<file path="src/rtl/ssp_reg_bist.sv">
// Register-access BIST engine for the SSP slave bus: reset-value and/or
// write-readback passes over a masked set of addresses, with error capture.
module ssp_reg_bist #(
  parameter int          DW       = 12,
  parameter int          AW       = 3,
  parameter int          NUM_REGS = 5,
  parameter int          READ_LAT = 2,
  parameter logic [DW-1:0] RST_VAL = '0
) (
  input  logic                Clk,
  input  logic                Rst,
  input  logic                start,
  input  logic [1:0]          mode,
  input  logic [DW-1:0]       pattern,
  input  logic [NUM_REGS-1:0] reg_mask,
  output logic                SSP_SSEL,
  output logic                SSP_WnR,
  output logic                SSP_EOC,
  output logic [AW-1:0]       SSP_RA,
  output logic [DW-1:0]       SSP_DI,
  input  logic [DW-1:0]       SSP_DO,
  output logic                busy,
  output logic                done,
  output logic                pass,
  output logic [7:0]          err_cnt,
  output logic [AW-1:0]       first_err_addr,
  output logic [DW-1:0]       first_err_data
);

  localparam int NSLOT = 1 << AW;
  localparam int CW    = $clog2(READ_LAT + 2);
  localparam logic [AW-1:0] LAST_IDX = AW'(NUM_REGS - 1);

  typedef enum logic [2:0] {
    S_IDLE = 3'd0, S_INIT = 3'd1, S_SKIP = 3'd2, S_WR = 3'd3,
    S_GAP  = 3'd4, S_RD   = 3'd5, S_CMP  = 3'd6, S_DONE = 3'd7
  } state_e;

  state_e                state_q, state_d;
  logic [AW-1:0]         idx_q, idx_d;
  logic                  phase_wr_q, phase_wr_d;
  logic [CW-1:0]         cnt_q, cnt_d;
  logic [1:0]            mode_q, mode_d;
  logic [DW-1:0]         pattern_q, pattern_d;
  logic [NUM_REGS-1:0]   mask_q, mask_d;
  logic [DW-1:0]         rdata_q, rdata_d;
  logic [7:0]            err_cnt_q, err_cnt_d;
  logic [AW-1:0]         fea_q, fea_d;
  logic [DW-1:0]         fed_q, fed_d;
  logic                  ssel_q, ssel_d, wnr_q, wnr_d, eoc_q, eoc_d;
  logic [AW-1:0]         ra_q, ra_d;
  logic [DW-1:0]         di_q, di_d;
  logic                  busy_q, busy_d, done_q, done_d, pass_q, pass_d;
  logic [NSLOT-1:0]      mask_ext_s;
  logic [DW-1:0]         exp_s;
  logic                  adv_s;

  // Per-register entry state: masked-out registers are skipped in either phase.
  function automatic state_e entry(input logic [AW-1:0] i, input logic wr,
                                   input logic [NSLOT-1:0] m);
    if (!m[i]) begin
      entry = S_SKIP;
    end else if (wr) begin
      entry = S_WR;
    end else begin
      entry = S_RD;
    end
  endfunction

  always_comb begin
    mask_ext_s = '0;
    mask_ext_s[NUM_REGS-1:0] = mask_q;
    exp_s = phase_wr_q ? (pattern_q ^ DW'(idx_q)) : RST_VAL;
  end

  // State register and all datapath/output flops.
  always_ff @(posedge Clk or posedge Rst) begin
    if (Rst) begin
      state_q <= S_IDLE;  idx_q <= '0;  phase_wr_q <= 1'b0;  cnt_q <= '0;
      mode_q <= '0;  pattern_q <= '0;  mask_q <= '0;  rdata_q <= '0;
      err_cnt_q <= '0;  fea_q <= '0;  fed_q <= '0;
      ssel_q <= 1'b0;  wnr_q <= 1'b0;  eoc_q <= 1'b0;  ra_q <= '0;  di_q <= '0;
      busy_q <= 1'b0;  done_q <= 1'b0;  pass_q <= 1'b0;
    end else begin
      state_q <= state_d;  idx_q <= idx_d;  phase_wr_q <= phase_wr_d;  cnt_q <= cnt_d;
      mode_q <= mode_d;  pattern_q <= pattern_d;  mask_q <= mask_d;  rdata_q <= rdata_d;
      err_cnt_q <= err_cnt_d;  fea_q <= fea_d;  fed_q <= fed_d;
      ssel_q <= ssel_d;  wnr_q <= wnr_d;  eoc_q <= eoc_d;  ra_q <= ra_d;  di_q <= di_d;
      busy_q <= busy_d;  done_q <= done_d;  pass_q <= pass_d;
    end
  end

  // Next-state, sequencing and error bookkeeping.
  always_comb begin
    state_d = state_q;  idx_d = idx_q;  phase_wr_d = phase_wr_q;  cnt_d = cnt_q;
    mode_d = mode_q;  pattern_d = pattern_q;  mask_d = mask_q;  rdata_d = rdata_q;
    err_cnt_d = err_cnt_q;  fea_d = fea_q;  fed_d = fed_q;
    adv_s = 1'b0;
    case (state_q)
      S_IDLE: begin
        if (start) begin
          mode_d = mode;  pattern_d = pattern;  mask_d = reg_mask;
          err_cnt_d = '0;  fea_d = '0;  fed_d = '0;
          state_d = S_INIT;
        end else begin
          state_d = S_IDLE;
        end
      end
      S_INIT: begin
        idx_d = '0;
        cnt_d = '0;
        phase_wr_d = (mode_q == 2'd1);
        state_d = entry({AW{1'b0}}, phase_wr_d, mask_ext_s);
      end
      S_WR: begin
        cnt_d = '0;
        state_d = S_GAP;
      end
      S_GAP: begin
        if (cnt_q == CW'(READ_LAT - 1)) begin
          cnt_d = '0;
          state_d = S_RD;
        end else begin
          cnt_d = cnt_q + CW'(1);
        end
      end
      S_RD: begin
        if (cnt_q == CW'(READ_LAT)) begin
          rdata_d = SSP_DO;
          cnt_d = '0;
          state_d = S_CMP;
        end else begin
          cnt_d = cnt_q + CW'(1);
        end
      end
      S_CMP: begin
        if (rdata_q != exp_s) begin
          err_cnt_d = (err_cnt_q == 8'hFF) ? 8'hFF : err_cnt_q + 8'd1;
          if (err_cnt_q == 8'd0) begin
            fea_d = idx_q;
            fed_d = rdata_q;
          end else begin
            fea_d = fea_q;
          end
        end else begin
          err_cnt_d = err_cnt_q;
        end
        adv_s = 1'b1;
      end
      S_SKIP: adv_s = 1'b1;
      S_DONE: state_d = S_IDLE;
      default: state_d = S_IDLE;
    endcase

    if (adv_s) begin
      cnt_d = '0;
      if (idx_q != LAST_IDX) begin
        idx_d = idx_q + AW'(1);
        state_d = entry(idx_d, phase_wr_q, mask_ext_s);
      end else if (!phase_wr_q && mode_q[1]) begin
        phase_wr_d = 1'b1;
        idx_d = '0;
        state_d = entry({AW{1'b0}}, 1'b1, mask_ext_s);
      end else begin
        state_d = S_DONE;
      end
    end else begin
      cnt_d = cnt_d;
    end
  end

  // Registered bus and status outputs, derived from the state being entered.
  always_comb begin
    ssel_d = (state_d == S_WR) || (state_d == S_RD);
    wnr_d  = (state_d == S_WR);
    eoc_d  = (state_d == S_WR);
    if (ssel_d) begin
      ra_d = idx_d;
    end else begin
      ra_d = ra_q;
    end
    if (state_d == S_WR) begin
      di_d = pattern_q ^ DW'(idx_d);
    end else begin
      di_d = di_q;
    end
    busy_d = (state_d != S_IDLE) && (state_d != S_DONE);
    if (state_d == S_DONE) begin
      done_d = 1'b1;
      pass_d = (err_cnt_d == 8'd0);
    end else if (state_d == S_INIT) begin
      done_d = 1'b0;
      pass_d = 1'b0;
    end else begin
      done_d = done_q;
      pass_d = pass_q;
    end
  end

  assign SSP_SSEL       = ssel_q;
  assign SSP_WnR        = wnr_q;
  assign SSP_EOC        = eoc_q;
  assign SSP_RA         = ra_q;
  assign SSP_DI         = di_q;
  assign busy           = busy_q;
  assign done           = done_q;
  assign pass           = pass_q;
  assign err_cnt        = err_cnt_q;
  assign first_err_addr = fea_q;
  assign first_err_data = fed_q;

endmodule
</file>
<file path="config.mk">
export PLATFORM = sky130hd
export DESIGN_NAME = ssp_reg_bist
export DESIGN_NICKNAME = d
export VERILOG_FILES = /design/src/rtl/ssp_reg_bist.sv
export SDC_FILE = /design/constraint.sdc
export NUM_CORES = 1
export LEC_CHECK = 0
export ABC_AREA = 1
export ABC_CLOCK_PERIOD_IN_PS = 6300
export BUFFER_PORTS_ARGS = -buffer_cell sky130_fd_sc_hd__buf_4
export CAP_MARGIN = 5
export CORE_UTILIZATION = 32
export CTS_CLUSTER_SIZE = 12
export DETAILED_ROUTE_END_ITERATION = 8
export HOLD_SLACK_MARGIN = 0.1
export PLACE_DENSITY = 0.56
export SKIP_LAST_GASP = 1
export SLEW_MARGIN = 25
export SYNTH_ARGS = -nofsm -noshare
export SYNTH_HDL_FRONTEND = slang
export SYNTH_SLANG_ARGS = --single-unit
</file>
<file path="constraint.sdc">
create_clock -name Clk -period 6.3 [get_ports Clk]
set_input_delay 0.315 -clock Clk [delete_from_list [all_inputs] [get_ports Clk]]
set_output_delay 0.315 -clock Clk [all_outputs]
set_load 0.02 [all_outputs]
</file>
=== Word level (Yosys, flattened, before mapping) ===
Index checks and enable logic that the tools add are counted.

* Input bits: 34
* Logic and storage cells: 104
* Flip-flop bits (word level): 83
* Output and inout bits: 44

* Order comparisons: 1
* Eq/ne operators: 21
* Bitwise gates (word level): 2
* Multiplexer cells: 43
* Reduce and logical (&&, ||, !) cells: 16
* $add $sub $neg: 3

{| class="wikitable"
|+ Operators with widths
! cell !! count
|-
| 12-bit 2-to-1 mux || 4
|-
| 3-bit 2-to-1 mux || 16
|-
| 8-bit 2-to-1 mux || 3
|-
| 12-bit case mux with 2 select lines || 1
|-
| 12-bit by 3-bit bitwise XOR with 12-bit output || 2
|-
| 3-bit equality test (second input constant) || 6
|-
| 3-bit case mux with 6 select lines || 1
|-
| 8-bit logical NOT || 2
|-
| 8-bit case mux with 2 select lines || 1
|-
| 12-bit inequality test || 1
|-
| 1-bit 2-to-1 mux || 11
|-
| 3-bit by 2-bit equality test with 1-bit output (second input constant) || 3
|-
| 8-bit by 1-bit adder with 8-bit output (second input constant) || 1
|-
| 8-bit equality test (second input constant) || 1
|-
| 3-bit by 1-bit equality test with 1-bit output (second input constant) || 2
|-
| 2-bit 2-to-1 mux || 3
|-
| 2-bit inequality test (second input constant) || 3
|-
| 3-bit inequality test (second input constant) || 2
|-
| 2-bit case mux with 3 select lines || 1
|-
| 3-bit case mux with 2 select lines || 1
|-
| 2-bit by 1-bit equality test with 1-bit output (second input constant) || 2
|-
| 3-bit by 4-bit less-than comparator with 1-bit output (second input constant) || 1
|-
| 2-bit AND reduction || 2
|-
| 4-bit AND reduction || 1
|-
| 12 further kinds || 15
|}

=== Depth between registers and ports, before layout ===
Gate-level depths: netlist of the first run.

* Word-level depth: 9
* Mapped depth: 17
* Depth with buffers taken out: 15

=== Worst setup path after synthesis of the first run ===
No wires, ideal clock.

* Path kind: reg-to-reg
* Start point: reg idx_q[0]
* End point: reg di_q[0] (netlist: SSP_DI[0])
* Period minus slack after synthesis: 2.126 ns
* Buffers on the path: 2
* Data arrival time: 2.004 ns
* Slack: 4.174 ns
* Stages on the path, launching flop included: 15
* Required time: 6.177 ns
* Cells stage by stage: dfrtp_1 buf_6 inv_1 ha_1 inv_1 nand3_1 a21boi_0 nand2_1 a21oi_2 nand2_1 nor2_4 inv_4 buf_2 nand2_1 o21ai_1

* Cells in the longest elaborated chain, start to end: 7
* Elaborated cells between the ends (all ways): 13
* Classes of those cells: 1 x add/sub; 2 x eq/ne; 9 x mux; 1 x bitwise

{| class="wikitable"
|+ RTL lines
! element !! RTL line !! source
|-
| from (decl) || 40 || <nowiki>logic [AW-1:0] idx_q, idx_d;</nowiki>
|-
| from (signal assigned) || 85 || <nowiki>state_q <= state_d; idx_q <= idx_d; phase_wr_q <= phase_wr_d; cnt_q <= cnt_d;</nowiki>
|-
| 3-bit by 1-bit adder with 3-bit output || 158 || <nowiki>idx_d = idx_q + AW'(1);</nowiki>
|-
| 1-bit binary-select mux with 3-bit select || 61 || <nowiki>if (!m[i]) begin</nowiki>
|-
| 1-bit 2-to-1 mux (implied by the code) || 61 ||
|-
| 3-bit 2-to-1 mux || 61 ||
|-
| 3-bit 2-to-1 mux (*) || 157 || <nowiki>if (idx_q != LAST_IDX) begin</nowiki>
|-
| 3-bit 2-to-1 mux (*) || 155 || <nowiki>if (adv_s) begin</nowiki>
|-
| named net state_d[0] || 39 || <nowiki>state_e state_q, state_d;</nowiki>
|-
| 3-bit by 2-bit equality test with 1-bit output (*) || -- ||
|-
| named net eoc_d || 50 || <nowiki>logic ssel_q, ssel_d, wnr_q, wnr_d, eoc_q, eoc_d;</nowiki>
|-
| to (signal assigned) || 88 || <nowiki>ssel_q <= ssel_d; wnr_q <= wnr_d; eoc_q <= eoc_d; ra_q <= ra_d; di_q <= di_d;</nowiki>
|-
| to (decl) || 52 || <nowiki>logic [DW-1:0] di_q, di_d;</nowiki>
|}

The timed path passes the listed nets; every way through them passes the cells marked *. The select of a mux whose other input is x is not followed.
A chain may end at the register's enable or synchronous reset.

=== Worst setup path after layout of the first run ===
* Start point: reg idx_q[0]
* End point: reg ra_q[0] (netlist: SSP_RA[0])

* Cells in the longest elaborated chain, start to end: 8
* Elaborated cells between the ends (all ways): 14
* Classes of those cells: 1 x add/sub; 3 x eq/ne; 9 x mux; 1 x reduce/logical

{| class="wikitable"
|+ RTL lines
! element !! RTL line !! source
|-
| 3-bit by 1-bit adder with 3-bit output || 158 ||
|-
| 1-bit binary-select mux with 3-bit select || 61 ||
|-
| 1-bit 2-to-1 mux (implied by the code) || 61 ||
|-
| 3-bit 2-to-1 mux || 61 ||
|-
| 3-bit 2-to-1 mux (*) || 157 ||
|-
| 3-bit 2-to-1 mux (*) || 155 ||
|-
| named net state_d[1] || 39 ||
|-
| 3-bit by 2-bit equality test with 1-bit output (*) || -- ||
|-
| named net eoc_d || 50 ||
|-
| 1-bit logical OR (*) || 174 || <nowiki>ssel_d = (state_d == S_WR) || (state_d == S_RD);</nowiki>
|-
| named net ssel_d || 50 ||
|-
| to (signal assigned) || 88 ||
|-
| to (decl) || 51 || <nowiki>logic [AW-1:0] ra_q, ra_d;</nowiki>
|}

Marks and branches as above.

==> impl_metrics.json, run 1 <==
{
  "globalRoute.busiestLayer": "met2",
  "p_leak_nw": 2.59,
  "final_common_cell": "nand2_1",
  "gp_congestion": 0.848,
  "syn_to_final_growth_pct": 24.0,
  "use_met3": 0.0374,
  "ir_drop_mv": 0.261,
  "fin_util": 0.414,
  "grt_use_met1": 0.202,
  "post-route-period-util": 0.420,
  "drt_iter0_drc": 169,
  "critical_path.startpoint_type": "flop",
  "num_vias": 3403,
  "numCtsBuffers": 9,
  "grt_use_met2": 0.257,
  "instances_no_fill": 738,
  "synth_edf_count": 0,
  "core_um2": 12300,
  "dr.pass1.iters": 4,
  "synth_nets": 530,
  "cts_tree": "done",
  "grt.total_usage": 0.155,
  "fmax_mhz": 378,
  "cap_violations": 0,
  "crit_required_ns": 6.53,
  "cts-resized-gates": 0,
  "die_w_um": 115,
  "rsz0062_at_grt": "false",
  "initial_core_util": 0.334,
  "fin_tns_setup_ns": 0,
  "final.fill_count": 1234,
  "antennaDiodeCount": 0,
  "antenna_found_initial": 0,
  "syn_inst": 492,
  "io_buffer_count": 77,
  "ys.flop_type": "dfrtp_1",
  "outcome": "finished, final reports clean",
  "ys_seq_area_frac": 0.507,
  "cp_max_fo": 27,
  "clockRootBuffer": "clkbuf_16",
  "synth_seq_cells": 83,
  "wl_per_cell_um": 13.3,
  "clkSinkCount": 83,
  "ioPinCount": 78,
  "hp-class": "input port to asynchronous set/reset pin",
  "crit_type": "flop to flop",
  "post-cts-setup-buffers": 0,
  "syn_avg_cell_area_um2": 8.32,
  "hpwl_um": 7240,
  "clk_pin_slew_ns": 0.06,
  "end_kind": "flop",
  "slew_viol_final": 0,
  "relSlewSlack": 0.454,
  "setup_viol": 0,
  "whs_ns": 0.165,
  "clock_latency_ns": 0.34,
  "ys_types": 34,
  "post-route-min-period_ns": 2.65,
  "nets": 603,
  "pwr_density_cell_nw_per_um2": 518,
  "placed_cells": 722,
  "yosys_warnings": 0,
  "grt_pass1_wl_um": 15800,
  "grt_pass1_vias": 3279,
  "route.detailed.drc": 0,
  "num_rows": 40,
  "die_area_um2": 13300,
  "overflow": 0,
  "final_cell_mix": "nand2_1, dfrtp_1, buf_4, inv_1, nor2_1",
  "hold_buffers": 0,
  "wirelength_um": 9840,
  "async_flop_share": 1.00,
  "die_h_um": 115,
  "ant_nets": 0,
  "total_power_w": 0.00263,
  "skew_ns": 0.00911,
  "layout-drive-gt1-share": 0.232,
  "crit_arrival_ns": 2.88,
  "grt_start_max_net_pins": 84,
  "clk_path_buf_depth": 2,
  "h-tree-depth": 3,
  "worstMarginPinSlew_ns": 0.819,
  "synth_area_um2": 4100,
  "final_hold_viol_count": 0,
  "vias_per_cell": 4.61
}
-- synthesized netlist by cell type (2+ instances only) --
cell type,n,share of area
a21oi_1,15,0.018
a21oi_2,3,0.0064
buf_2,4,0.0049
buf_4,2,0.0037
buf_6,4,0.011
clkbuf_1,6,0.0055
dfrtp_1,83,0.51
ha_1,4,0.012
inv_1,63,0.058
inv_2,3,0.0027
mux2_2,6,0.016
nand2_1,135,0.12
nand2_2,6,0.0092
nand3_1,29,0.035
nand3_2,6,0.015
nand3b_1,2,0.0037
nand4_1,11,0.017
nor2_1,34,0.031
nor2_2,4,0.0061
nor2_4,3,0.0082
nor3_1,4,0.0049
o211ai_1,3,0.0055
o21ai_0,21,0.026
o21ai_1,11,0.013
o22ai_1,15,0.023
xor2_1,7,0.015
-- per-stage QoR --
step	worst slack (ns)	instance area [um2]
global placement	3.50	4780
finish	3.65	5080
CTS	3.63	5070
floorplan	3.85	4100
global route	3.38	5080
detailed placement	3.65	4790
-- routing by layer --
| metal | part of all wire | routed length (um) | vias to the layer above |
|---|---|---|---|
| met4 | 0.0065 | 64 | 0 |
| met5 | 0 | 0 | - |
| met1 | 0.46 | 4530 | 1594 |
| li1 | - | - | 1721 |
| met3 | 0.048 | 477 | 5 |
| met2 | 0.48 | 4760 | 83 |
-- critical path, stage by stage (launching register included) --
cell	delay (ns)
dfrtp_1	0.49
inv_1	0.16
ha_1	0.35
inv_1	0.11
nand3_1	0.08
a21boi_0	0.24
nand3_1	0.15
nand2_1	0.08
nand3b_1	0.16
nand2_1	0.15
nor2_4	0.06
inv_4	0.22
nand2_1	0.15
nand2_1	0.08
nand2_1	0.05
-- path summary, 6_finish.rpt --
| check | startpoint | end | slack (ns) | cells after the start |
|---|---|---|---|---|
| max | idx_q[0] | SSP_RA[0] | 3.65 | 14 |
| min | Rst | SSP_DI[5] | 0.16 | 3 |
| max reg2reg | idx_q[0] | SSP_RA[0] | 3.65 | 14 |
| min reg2reg | SSP_DI[11] | SSP_DI[11] | 0.49 | 2 |
| max in group asynchronous | Rst | err_cnt[0] | 5.59 | 3 |
| min in group Clk | SSP_DO[9] | rdata_q[9] | 0.19 | 3 |
-- state kept, by name (all words and copies together), names as in the netlist --
signal and count:
SSP_DI 12, first_err_data 12, pattern_q 12, rdata_q 12
err_cnt 8, mask_q 5, SSP_RA 3, first_err_addr 3
idx_q 3, state_q 3, cnt_q 2, mode_q 2
SSP_EOC 1, SSP_SSEL 1, busy 1, done 1
pass 1, phase_wr_q 1
-- cell families (layout without fill, tap and decap cells) --
family,after synthesis,after routing,synth area share
simple gates,237,237,0.259
buf+inv,84,162,0.0907
flops,83,83,0.507
compound gates,71,71,0.0990
xor+xnor,7,7,0.0150
mux,6,6,0.0165
fa+ha+maj,4,4,0.0122
-- where the power goes --
group | total, W | internal, W | leakage (nW) | switching [W]
sequential | 0.000959 | 0.000769 | 1.03 | 0.000190
clock | 0.000500 | 0.000289 | 0.142 | 0.000211
combinational | 0.00117 | 0.000436 | 1.41 | 0.000736
-- area by class of cell --
class	count	area, um2	area share
repair buffers	79	597	0.118
well taps	168	210	0.0414
inverters	67	255	0.0503
clock buffers	11	253	0.0498
flip-flops and latches	83	2080	0.409
multi-input cells	325	1650	0.325
clock inverters	5	35.0	0.00690
(Power assumes the default switching activity.)
==> inputs of run 2 (changes only) <==
--- a/config.mk
+++ b/config.mk
@@ -6,7 +6,7 @@
 export NUM_CORES = 1
 export LEC_CHECK = 0
 export ABC_AREA = 1
-export ABC_CLOCK_PERIOD_IN_PS = 6300
+export ABC_CLOCK_PERIOD_IN_PS = 2600
 export BUFFER_PORTS_ARGS = -buffer_cell sky130_fd_sc_hd__buf_4
 export CAP_MARGIN = 5
 export CORE_UTILIZATION = 32
==> constraint.sdc (replaced) <==
create_clock -name Clk -period 2.6 [get_ports Clk]
set_input_delay 0.13 -clock Clk [delete_from_list [all_inputs] [get_ports Clk]]
set_output_delay 0.13 -clock Clk [all_outputs]
set_load 0.02 [all_outputs]
==> run 2 against run 1 <==
Non-clock buffer count is 40 higher. Combinational power rose to 2.6 times the previous value. Worst hold slack improved by 0.14 ns. Die area unchanged. Largest power group unchanged. Sequential power is 140% higher.
==> impl_metrics.json, run 2 (same netlist as run 1, synthesis figures left out) <==
{
  "die_area_um2": 13300,
  "grt_start_max_net_pins": 50,
  "post-route-min-period_ns": 2.35,
  "fin_ws_ns": 0.246,
  "reg2reg_slack_ns": 0.25,
  "clockRootBuffer": "clkbuf_16",
  "post-place-ws_ns": 0.0545,
  "end_kind": "flop",
  "numCtsBuffers": 9,
  "vias_per_cell": 4.65,
  "antenna_found_initial": 0,
  "hpwl_um": 7460,
  "post-route-period-util": 0.905,
  "clkSinkCount": 83,
  "ioPinCount": 78,
  "core_um2": 12300,
  "post-cts-setup-buffers": 0,
  "setup_viol": 0,
  "h-tree-depth": 3,
  "io_buffer_count": 77,
  "wl_per_cell_um": 13.2,
  "cap_violations": 0,
  "final_cell_mix": "nand2_1, buf_4, dfrtp_1, inv_1, nor2_1",
  "nets": 643,
  "antennaDiodeCount": 0,
  "route.detailed.drc": 0,
  "drt_iter0_drc": 156,
  "crit_top_cell": "nand2_1",
  "critical_path.startpoint_type": "flop",
  "max_stage_delay_ns": 0.43,
  "worstPathCellList": "inv_1, ha_1, inv_1, nand3_1, a21boi_1, nand3_1, nand2_1, nand3b_1, nand2_1, nor2_4, inv_8, nand2_1, nand2_1, nand2_1",
  "clk_path_buf_depth": 2,
  "fmax_mhz": 425,
  "reg2reg_depth": 14,
  "num_rows": 40,
  "grt_pass1_wl_um": 17000,
  "slew_viol_final": 0,
  "die_h_um": 115,
  "whs_endpoint": "err_cnt[1]",
  "fin_tns_setup_ns": 0,
  "clock_latency_ns": 0.34,
  "clk_pin_slew_ns": 0.07,
  "ir_drop_mv": 0.697,
  "syn_to_final_growth_pct": 34.2,
  "cts_tree": "done",
  "gp_congestion": 0.892,
  "hold_depth": 6,
  "pwr_density_cell_nw_per_um2": 1200,
  "ant_nets": 0,
  "skew_ns": 0.00949,
  "num_vias": 3620,
  "placed_cells": 730,
  "rsz0062_at_grt": "false",
  "hp-class": "input port to flop",
  "crit_type": "flop to flop",
  "grt_pass1_vias": 3468,
  "relSlewSlack": 0.494,
  "instances_no_fill": 778,
  "dr.pass1.iters": 4,
  "crit_arrival_ns": 2.59,
  "grt.total_usage": 0.169,
  "wirelength_um": 10300,
  "worstHoldStart": "start",
  "final_common_cell": "nand2_1",
  "cp_max_fo": 27,
  "initial_core_util": 0.334,
  "crit_required_ns": 2.83,
  "worstMarginPinSlew_ns": 0.759,
  "cpMaxStageDelayCell": "dfrtp_2",
  "layout-drive-gt1-share": 0.230,
  "fin_util": 0.448,
  "p_leak_nw": 2.77,
  "overflow": 0,
  "die_w_um": 115,
  "r2r-start": "idx_q[0]",
  "outcome": "finished, final reports clean",
  "r2r_end": "SSP_RA[0]",
  "final_hold_viol_count": 0
}
[run 2: cell types whose count changed in the layout (fill, tap and decap cells not counted), moves of 2 or more]
cell / delta
clkbuf_8: -2
buf_4: +7
dlygate4sd3_1: +32
clkinv_2: -2
buf_12: +2
inv_6: +2
[run 2: what timing repair did]
item / 4_1_cts / 5_1_grt
endpoints found under the setup margin: 0 / 17
hold buffers: 32 / 0
gates resized for setup: 0 / 5
hold endpoints to repair: 65 / 0
[run 2: metrics by stage]
| step | area [um2] | total power, W | hold slack [ns] |
|---|---|---|---|
| final | 5500 | 0.00661 | 0.300 |
| after global routing | 5500 | 0.00714 | 0.384 |
| after CTS | 5490 | 0.00666 | 0.299 |
| after detailed placement | 4870 | 0.00530 | 0.241 |
| after global placement | 4870 | 0.00523 | 0.227 |
| after floorplan | 4100 | 0.00429 | 0.251 |
[run 2: worst max path at each step]
stage                  start        end  slack, ns  depth (start not counted)
floorplan                Rst  SSP_DI[0]       0.33                          1
CTS                 idx_q[0]  SSP_RA[2]       0.04                         14
global route        idx_q[0]  SSP_RA[2]       0.02                         15
detailed placement  idx_q[0]  SSP_RA[2]       0.05                         14
finish              idx_q[0]  SSP_RA[0]       0.25                         14
global placement    idx_q[0]  SSP_RA[0]       0.23                         14
[run 2: cell type report]
cell class	instances	area (um2)
Clock buffer	10	229
Clock inverter	6	71.3
Fill cell	1214	6760
Inverter	67	260
Multi-Input combinational cell	325	1650
Sequential cell	83	2080
Tap cell	168	210
Timing Repair Buffer	119	998
[run 2: power by group]
group          internal (W)  switching [W]
logic               0.00115        0.00187
registers           0.00187       0.000427
clock network      0.000755       0.000543
[run 2: metal layers]
layer / up-vias / track usage / routed length, um
met2: 100 / 0.282 / 4960
li1: 1811 / - / -
met5: - / 0 / 0
met3: 12 / 0.0395 / 499
met4: 0 / 0.0528 / 131
met1: 1697 / 0.217 / 4700
[run 2: worst max-delay path: cells and delay by family (launching register included)]
kind                     cells  cell delay [ns]
AND/OR/NAND/NOR              9             0.95
flip-flops                   1             0.43
AO/OA/AOI/OAI                1             0.20
buffers and inverters        3             0.35
adder cells (fa/ha/maj)      1             0.33
